<file path="config.mk">
export PLATFORM = sky130hd
export DESIGN_NAME = prog_loader
export DESIGN_NICKNAME = d
export VERILOG_FILES = /design/src/rtl/prog_loader.sv
export SDC_FILE = /design/constraint.sdc
export NUM_CORES = 1
export LEC_CHECK = 0
export BUFFER_PORTS_ARGS = -buffer_cell sky130_fd_sc_hd__buf_2
export CORE_UTILIZATION = 45
export DETAILED_ROUTE_END_ITERATION = 10
export GPL_TIMING_DRIVEN = 0
export PLACE_DENSITY = 0.67
export SKIP_LAST_GASP = 1
export SLEW_MARGIN = 0
export SYNTH_ARGS = -nofsm -noshare
export SYNTH_HDL_FRONTEND = slang
export SYNTH_SLANG_ARGS = --single-unit
</file>
<file path="constraint.sdc">
create_clock -name clk -period 2 [get_ports clk]
set_clock_uncertainty 0.1 [all_clocks]
set_input_delay 0.1 -clock clk [delete_from_list [all_inputs] [get_ports clk]]
set_output_delay 0.1 -clock clk [all_outputs]
set_load 0.02 [all_outputs]
</file>
<file path="src/rtl/prog_loader.sv">
// ============================================================================
//  Module      : prog_loader
//  Description : Serial program loader. Frames a UART byte stream into 12-bit
//                words and writes them into the Simplez program memory.
//  Revision    : 1.0 - initial release
// ============================================================================
`default_nettype none

module prog_loader #(
   parameter logic [7:0] SYNC_BYTE   = 8'hA5,
   parameter logic [8:0] BASE_ADDR   = 9'd0,
   parameter int         TIMEOUT_CYC = 50000
) (
   input  logic        clk,
   input  logic        rst,
   input  logic [7:0]  rx_data,
   input  logic        rx_valid,
   output logic [8:0]  mem_addr,
   output logic [11:0] mem_wdata,
   output logic        mem_we,
   output logic        busy,
   output logic        cpu_hold,
   output logic        done,
   output logic        error
);

   localparam int                c_TW       = $clog2(TIMEOUT_CYC + 1);
   localparam logic [c_TW-1:0]   c_TMO_LAST = c_TW'(TIMEOUT_CYC - 1);

   localparam logic [2:0] c_IDLE = 3'd0;
   localparam logic [2:0] c_CNTH = 3'd1;
   localparam logic [2:0] c_CNTL = 3'd2;
   localparam logic [2:0] c_WHI  = 3'd3;
   localparam logic [2:0] c_WLO  = 3'd4;

   logic [2:0]      state_q, state_d;
   logic [8:0]      addr_q, addr_d;
   logic [11:0]     wdata_q, wdata_d;
   logic            we_q, we_d;
   logic            busy_q, busy_d;
   logic            done_q, done_d;
   logic            err_q, err_d;
   logic            pend_q, pend_d;
   logic            plast_q, plast_d;
   logic            wlast_q, wlast_d;
   logic [9:0]      rem_q, rem_d;
   logic [3:0]      hi_q, hi_d;
   logic            cnth_q, cnth_d;
   logic [c_TW-1:0] tmr_q, tmr_d;

   logic w_tmo;
   logic w_sync_ok;

   assign w_tmo     = (state_q != c_IDLE) && !rx_valid && (tmr_q == c_TMO_LAST);
   // A new frame must wait until the previous frame's final write has retired.
   assign w_sync_ok = rx_valid && (rx_data == SYNC_BYTE) && !busy_q && !pend_q && !we_q;

   always_ff @(posedge clk or posedge rst) begin
      if (rst) begin
         state_q <= c_IDLE;
         addr_q  <= BASE_ADDR;
         wdata_q <= '0;
         we_q    <= 1'b0;
         busy_q  <= 1'b0;
         done_q  <= 1'b0;
         err_q   <= 1'b0;
         pend_q  <= 1'b0;
         plast_q <= 1'b0;
         wlast_q <= 1'b0;
         rem_q   <= '0;
         hi_q    <= '0;
         cnth_q  <= 1'b0;
         tmr_q   <= '0;
      end else begin
         state_q <= state_d;
         addr_q  <= addr_d;
         wdata_q <= wdata_d;
         we_q    <= we_d;
         busy_q  <= busy_d;
         done_q  <= done_d;
         err_q   <= err_d;
         pend_q  <= pend_d;
         plast_q <= plast_d;
         wlast_q <= wlast_d;
         rem_q   <= rem_d;
         hi_q    <= hi_d;
         cnth_q  <= cnth_d;
         tmr_q   <= tmr_d;
      end
   end

   always_comb begin
      state_d = state_q;
      case (state_q)
         c_IDLE: if (w_sync_ok) state_d = c_CNTH;
         c_CNTH: if (rx_valid) state_d = (rx_data[7:1] != 7'd0) ? c_IDLE : c_CNTL;
         c_CNTL: if (rx_valid) state_d = c_WHI;
         c_WHI:  if (rx_valid) state_d = (rx_data[7:4] != 4'd0) ? c_IDLE : c_WLO;
         c_WLO:  if (rx_valid) state_d = (rem_q == 10'd1) ? c_IDLE : c_WHI;
         default: state_d = c_IDLE;
      endcase
      if (w_tmo) state_d = c_IDLE;
   end

   always_comb begin
      addr_d  = we_q ? addr_q + 9'd1 : addr_q;
      wdata_d = wdata_q;
      we_d    = pend_q;
      busy_d  = busy_q;
      done_d  = 1'b0;
      err_d   = err_q;
      pend_d  = 1'b0;
      plast_d = plast_q;
      wlast_d = pend_q ? plast_q : wlast_q;
      rem_d   = rem_q;
      hi_d    = hi_q;
      cnth_d  = cnth_q;
      tmr_d   = '0;

      // Write pipeline: accept LO -> strobe one cycle -> advance address.
      if (we_q && wlast_q) begin
         busy_d = 1'b0;
         done_d = 1'b1;
      end

      if (state_q != c_IDLE && !rx_valid) tmr_d = tmr_q + 1'b1;

      case (state_q)
         c_IDLE: if (w_sync_ok) begin
            err_d  = 1'b0;
            busy_d = 1'b1;
            addr_d = BASE_ADDR;
         end
         c_CNTH: if (rx_valid) begin
            cnth_d = rx_data[0];
            if (rx_data[7:1] != 7'd0) begin
               err_d  = 1'b1;
               busy_d = 1'b0;
            end
         end
         c_CNTL: if (rx_valid) rem_d = {1'b0, cnth_q, rx_data} + 10'd1;
         c_WHI: if (rx_valid) begin
            hi_d = rx_data[3:0];
            if (rx_data[7:4] != 4'd0) begin
               err_d  = 1'b1;
               busy_d = 1'b0;
            end
         end
         c_WLO: if (rx_valid) begin
            wdata_d = {hi_q, rx_data};
            pend_d  = 1'b1;
            plast_d = (rem_q == 10'd1);
            rem_d   = rem_q - 10'd1;
         end
         default: ;
      endcase

      if (w_tmo) begin
         err_d  = 1'b1;
         busy_d = 1'b0;
      end
   end

   assign mem_addr  = addr_q;
   assign mem_wdata = wdata_q;
   assign mem_we    = we_q;
   assign busy      = busy_q;
   assign cpu_hold  = busy_q;
   assign done      = done_q;
   assign error     = err_q;

endmodule

`default_nettype wire

</file>
; Yosys cells after proc, flatten, opt, wreduce, memory -nomap -nowiden
; Index checks and enable logic that the tools add are counted.
[word_totals]
input_bits = 11
ff_bits = 62
[op_classes]
mux = 35
n_addsub = 4
n_reduce_logical = 23
n_eq_ne = 16
[ops]
columns = op, count
row1 = $mux W9, 3
row2 = $mux W3, 7
row3 = $ne A3 B3 Y1 const B, 7
row4 = $mux W10, 2
row5 = $pmux W10 S2, 1
row6 = $add A16 B1 Y16 const B, 1
row7 = $eq A16 B16 Y1 const B, 1
row8 = $mux W1, 16
row9 = $mux W16, 1
row10 = $pmux W3 S5, 1
row11 = $add A9 B1 Y10 const B, 1
row12 = $eq A10 B1 Y1 const B, 1
row13 = $sub A10 B1 Y10 const B, 1
row14 = $add A9 B1 Y9 const B, 1
row15 = $eq A8 B8 Y1 const B, 1
row16 = $reduce_bool A4 Y1, 2
row17 = $logic_and A1 B1 Y1, 7
row18 = $reduce_bool A7 Y1, 1
row19 = $eq A3 B2 Y1 const B, 2
row20 = $pmux W1 S3, 2
row21 = $reduce_and A2 Y1, 3
row22 = $reduce_and A6 Y1, 1
row23 = $reduce_and A5 Y1, 1
row24 = $logic_not A1 Y1, 4
row25 = 8 further kinds, 10

; Depth between registers and ports, before layout
[logic_depth]
depth_word = 8
depth_mapped = 7
ltp_nobuf = 6

; Worst setup path before layout
; Ideal clock, no wire load.
[synth_timing]
path_type = reg-to-reg
start = register we_q (netlist: mem_we)
end = register busy_q (netlist: busy)
arrival_ps = 1755
path_slack_ps = 51
required_ps = 1806
stages_incl_launch_ff = 7
setup_time_ps = 94
path_buffers = 2
cell_sequence = dfrtp_1 buf_2 or4b_1 nor4_1 buf_2 a21oi_1 a211oi_1
[synth_via]
elab_chain_cells = 6
word_cells_on_any_way = 11
cone_classes = mux: 8 / reduce/logical: 3
[synth_rtl]
columns = item, line
row1 = start: declaration, 39  ; logic we_q, we_d;
row2 = start signal: assignment, 78  ; we_q <= we_d;
row3 = $logic_and A1 B1 Y1, 121  ; if (we_q && wlast_q) begin
row4 = $mux W1, 121
row5 = "$mux W1, on equally long branches", "144, 136"
row6 = "$mux W1, on equally long branches", "142, 134"
row7 = $pmux W1 S3 *, 128  ; case (state_q)
row8 = $mux W1 *, 158  ; if (w_tmo) begin
row9 = via busy_d, 40  ; logic busy_q, busy_d;
row10 = end signal: assignment, 79  ; busy_q <= busy_d;
row11 = end: declaration, 40
; Mark *: on every way through the listed nets, which the timed path passes. The rest lies on a longest branch.
; A chain may end at the register's enable or synchronous reset.

; Final worst setup path
[layout_timing]
start = input port rx_data[4]
end = register state_q[0]
[layout_via]
elab_chain_cells = 7
[layout_rtl]
columns = item, line
row1 = start: declaration, 16  ; input logic [7:0] rx_data,
row2 = $eq A8 B8 Y1, 56  ; assign w_sync_ok = rx_valid && (rx_data == SYNC_BYTE) && !busy_q && !pend_q && !we_q;
row3 = $logic_and A1 B1 Y1 (4 in series), 56
row4 = $ne A3 B3 Y1 (no source line), n/a
row5 = $reduce_and A5 Y1 (no source line), n/a
row6 = end signal: assignment, 60  ; state_q <= c_IDLE;
row7 = end signal: assignment, 75  ; state_q <= state_d;
row8 = end: declaration, 36  ; logic [2:0] state_q, state_d;
; No other way between the ends.

==> reports/results.ini <==
[global_route]
grt_max_degree = 33
grt_pass1_vias = 2391
track_usage = 0.203
gr-total-overflow = 0
grt_pass1_wl_um = 11500
antenna_found_initial = 0

[worst_setup_path]
critPathArrivalTime_ps = 2080
timing.rr.end = state_q[2]
worst_setup_path_end_kind = register
worstPathRequired_ps = 2140
rr_startpoint = tmr_q[5]
path_max_fanout = 6
crit_type = in -> reg
rr_worst_depth = 4
worst-r2r-setup-slack_ps = 60
critPathLaunchType = input port

[status]
status = completed

[timing]
relSlewSlack = 0.538
finalHoldViolCount = 0
tns_ps = 0
slew_violations = 0
period_minus_slack_ps = 1940
fin_ws_ps = 57.4
setup-violations-final = 0
max_freq_mhz = 515
grt_setup_unrepaired = yes
period_share = 0.971
worst_slew_pin_slew_ps = 693

[floorplanning]
die_area_mm2 = 0.00734
fp-row-count = 30
io_pins = 37
die_y_um = 85.7
start_util = 0.464
core_area_mm2 = 0.00679
die_w_um = 85.7

[clock_network]
insertion_delay_ps = 340
ctsLongestPathBuffers = 2
cts_made_buffers = 9
cts_root_buffer = clkbuf_8
cts.sinks = 62
clk_pin_slew_ps = 70
htreeDepth = 3
tritoncts = built

[synthesis]
yosysSeqAreaShare = 0.493
synth_top_area_frac = 0.493
ys.flop_type = dfrtp_1
ys_types = 49
syn_avg_cell_area_um2 = 10.1
synth_async_sr_flop_share = 1.00
synth-seq-cells = 62
post-synth-top-area-cell = dfrtp_1
synth_area_leaders = dfrtp_1 49%, mux2_2 5.7%, xor2_1 4.4%, nand2_1 3.3%, nand3_1 3.0%
synth_cells = 312
yosysWarnings = 0
synth_fp_nets = 329
synth_area_mm2 = 0.00315
synth_edf_count = 0

[drt]
vias_per_cell = 5.35
vias = 2478
first_pass_iters = 5
drt_wl_total_um = 6920
wire_per_inst_um = 14.9
drt_iter0_drc = 152
drc = 0
ant_nets = 0

[place]
pre_cts_ws_ps = -233
dpl.cell_count = 444
place_congestion = 0.871
hpwl_um = 4640
port_buffers = 35

[layout]
fin_nets = 379
diodes = 0
layout_commonest_cell = dfrtp_1
final_cell_mix = 62 x dfrtp_1, 38 x buf_2, 28 x nand2_1
syn_to_final_growth_pct = 21.2
stdcell_count = 463
drive_gt1_frac = 0.270
fin_util = 0.562

[pwr]
power_density_mw_per_mm2 = 939
vdd_ir_drop_max_mv = 0.443
p_leak_nw = 1.66

[hold_path]
hold_end = hi_q[1]
worstHoldStart = rx_data[1]
min_path_type = in -> reg
min_path_cells = 3

[run]
cap_violations = 0

==> layer usage <==
| metal | GRT usage | up-vias | routed length (um) |
|---|---|---|---|
| met2 | 0.325 | 57 | 3260 |
| met5 | 0 | - | 0 |
| met1 | 0.274 | 1190 | 3290 |
| met4 | 0.0818 | 0 | 134 |
| met3 | 0.0346 | 15 | 235 |
| li1 | - | 1216 | - |
==> area by class of cell <==
type / count / area, um^2
Tap cell: 96 / 120
Clock buffer: 10 / 138
Sequential cell: 62 / 1550
Timing Repair Buffer: 43 / 258
Inverter: 9 / 33.8
Multi-Input combinational cell: 226 / 1600
Fill cell: 596 / 2980
Buffer: 11 / 58.8
Clock inverter: 6 / 61.3
==> where the power goes <==
part | total, W | internal (W) | switching (W)
logic | 0.000810 | 0.000361 | 0.000448
registers | 0.00166 | 0.00145 | 0.000213
clock network | 0.00111 | 0.000605 | 0.000505
total | 0.00358 | 0.00242 | 0.00117
==> worst max-delay path: stages <==
cell and delay (ps):
dlygate4sd3_1 530, buf_2 160, or4bb_4 580, or4_1 480, a211oi_1 230
==> through the flow <==
stage                     cell area [um^2]  power (W)  hold WS [ps]
after floorplan                       3150    0.00219           134
after global placement                3440    0.00239           297
after detailed placement              3460    0.00242           148
after CTS                             3730    0.00355          20.5
after global routing                  3820    0.00379          33.3
final                                 3820    0.00358          19.1
==> registers in the layout (all words and copies together), names as in the netlist <==
name       count
mem_wdata     12
busy           1
done           1
error          1
hi_q           4
pend_q         1
wlast_q        1
tmr_q         16
cnth_q         1
plast_q        1
mem_we         1
rem_q         10
mem_addr       9
state_q        3
==> cells in the mapped netlist (all sizes together) (2+ instances only) <==
cell	number
a211oi	3
a21oi	10
a31o	2
and2	2
and3	6
and4	4
buf	5
clkbuf	10
dfrtp	62
ha	6
inv	9
mux2	16
nand2	28
nand2b	3
nand3	19
nand3b	2
nand4	9
nand4bb	2
nor2	25
nor3	7
nor3b	5
nor4	4
nor4b	3
o211a	2
o211ai	2
o21ai	15
or3	8
or3b	2
or4	3
or4b	2
xnor2	8
xor2	16
==> worst max-delay path by stage <==
| stage | start | end | slack (ps) | cells after the start |
|---|---|---|---|---|
| 2_1_floorplan | mem_we | busy | 50 | 6 |
| 3_3_place_gp | rst | mem_wdata[6] | -530 | 2 |
| 3_5_place_dp | state_q[0] | mem_wdata[3] | -230 | 5 |
| 4_1_cts | state_q[2] | rem_q[9] | -60 | 5 |
| 5_1_grt | tmr_q[5] | error | -20 | 4 |
| 6_report | rx_data[4] | state_q[0] | 60 | 5 |
==> cell families (layout without fill, tap and decap cells) <==
logic type / Yosys count / after routing / synth area share
multiplexers: 17 / 17 / 0.0604
buffers and inverters: 24 / 79 / 0.0310
XOR/XNOR: 24 / 24 / 0.0667
AO/OA/AOI/OAI: 42 / 42 / 0.0846
AND/OR/NAND/NOR: 137 / 137 / 0.241
flip-flops: 62 / 62 / 0.493
adder cells (fa/ha/maj): 6 / 6 / 0.0238
==> timing repair <==
item | in CTS | in global routing
hold buffers | 4 | 0
buffers inserted | 0 | 3
pin swaps | 0 | 2
hold endpoints to repair | 34 | 0
gates resized for setup | 7 | 17
setup endpoints to repair | 27 | 26
No activity file was read; power rests on OpenSTA's default activity.
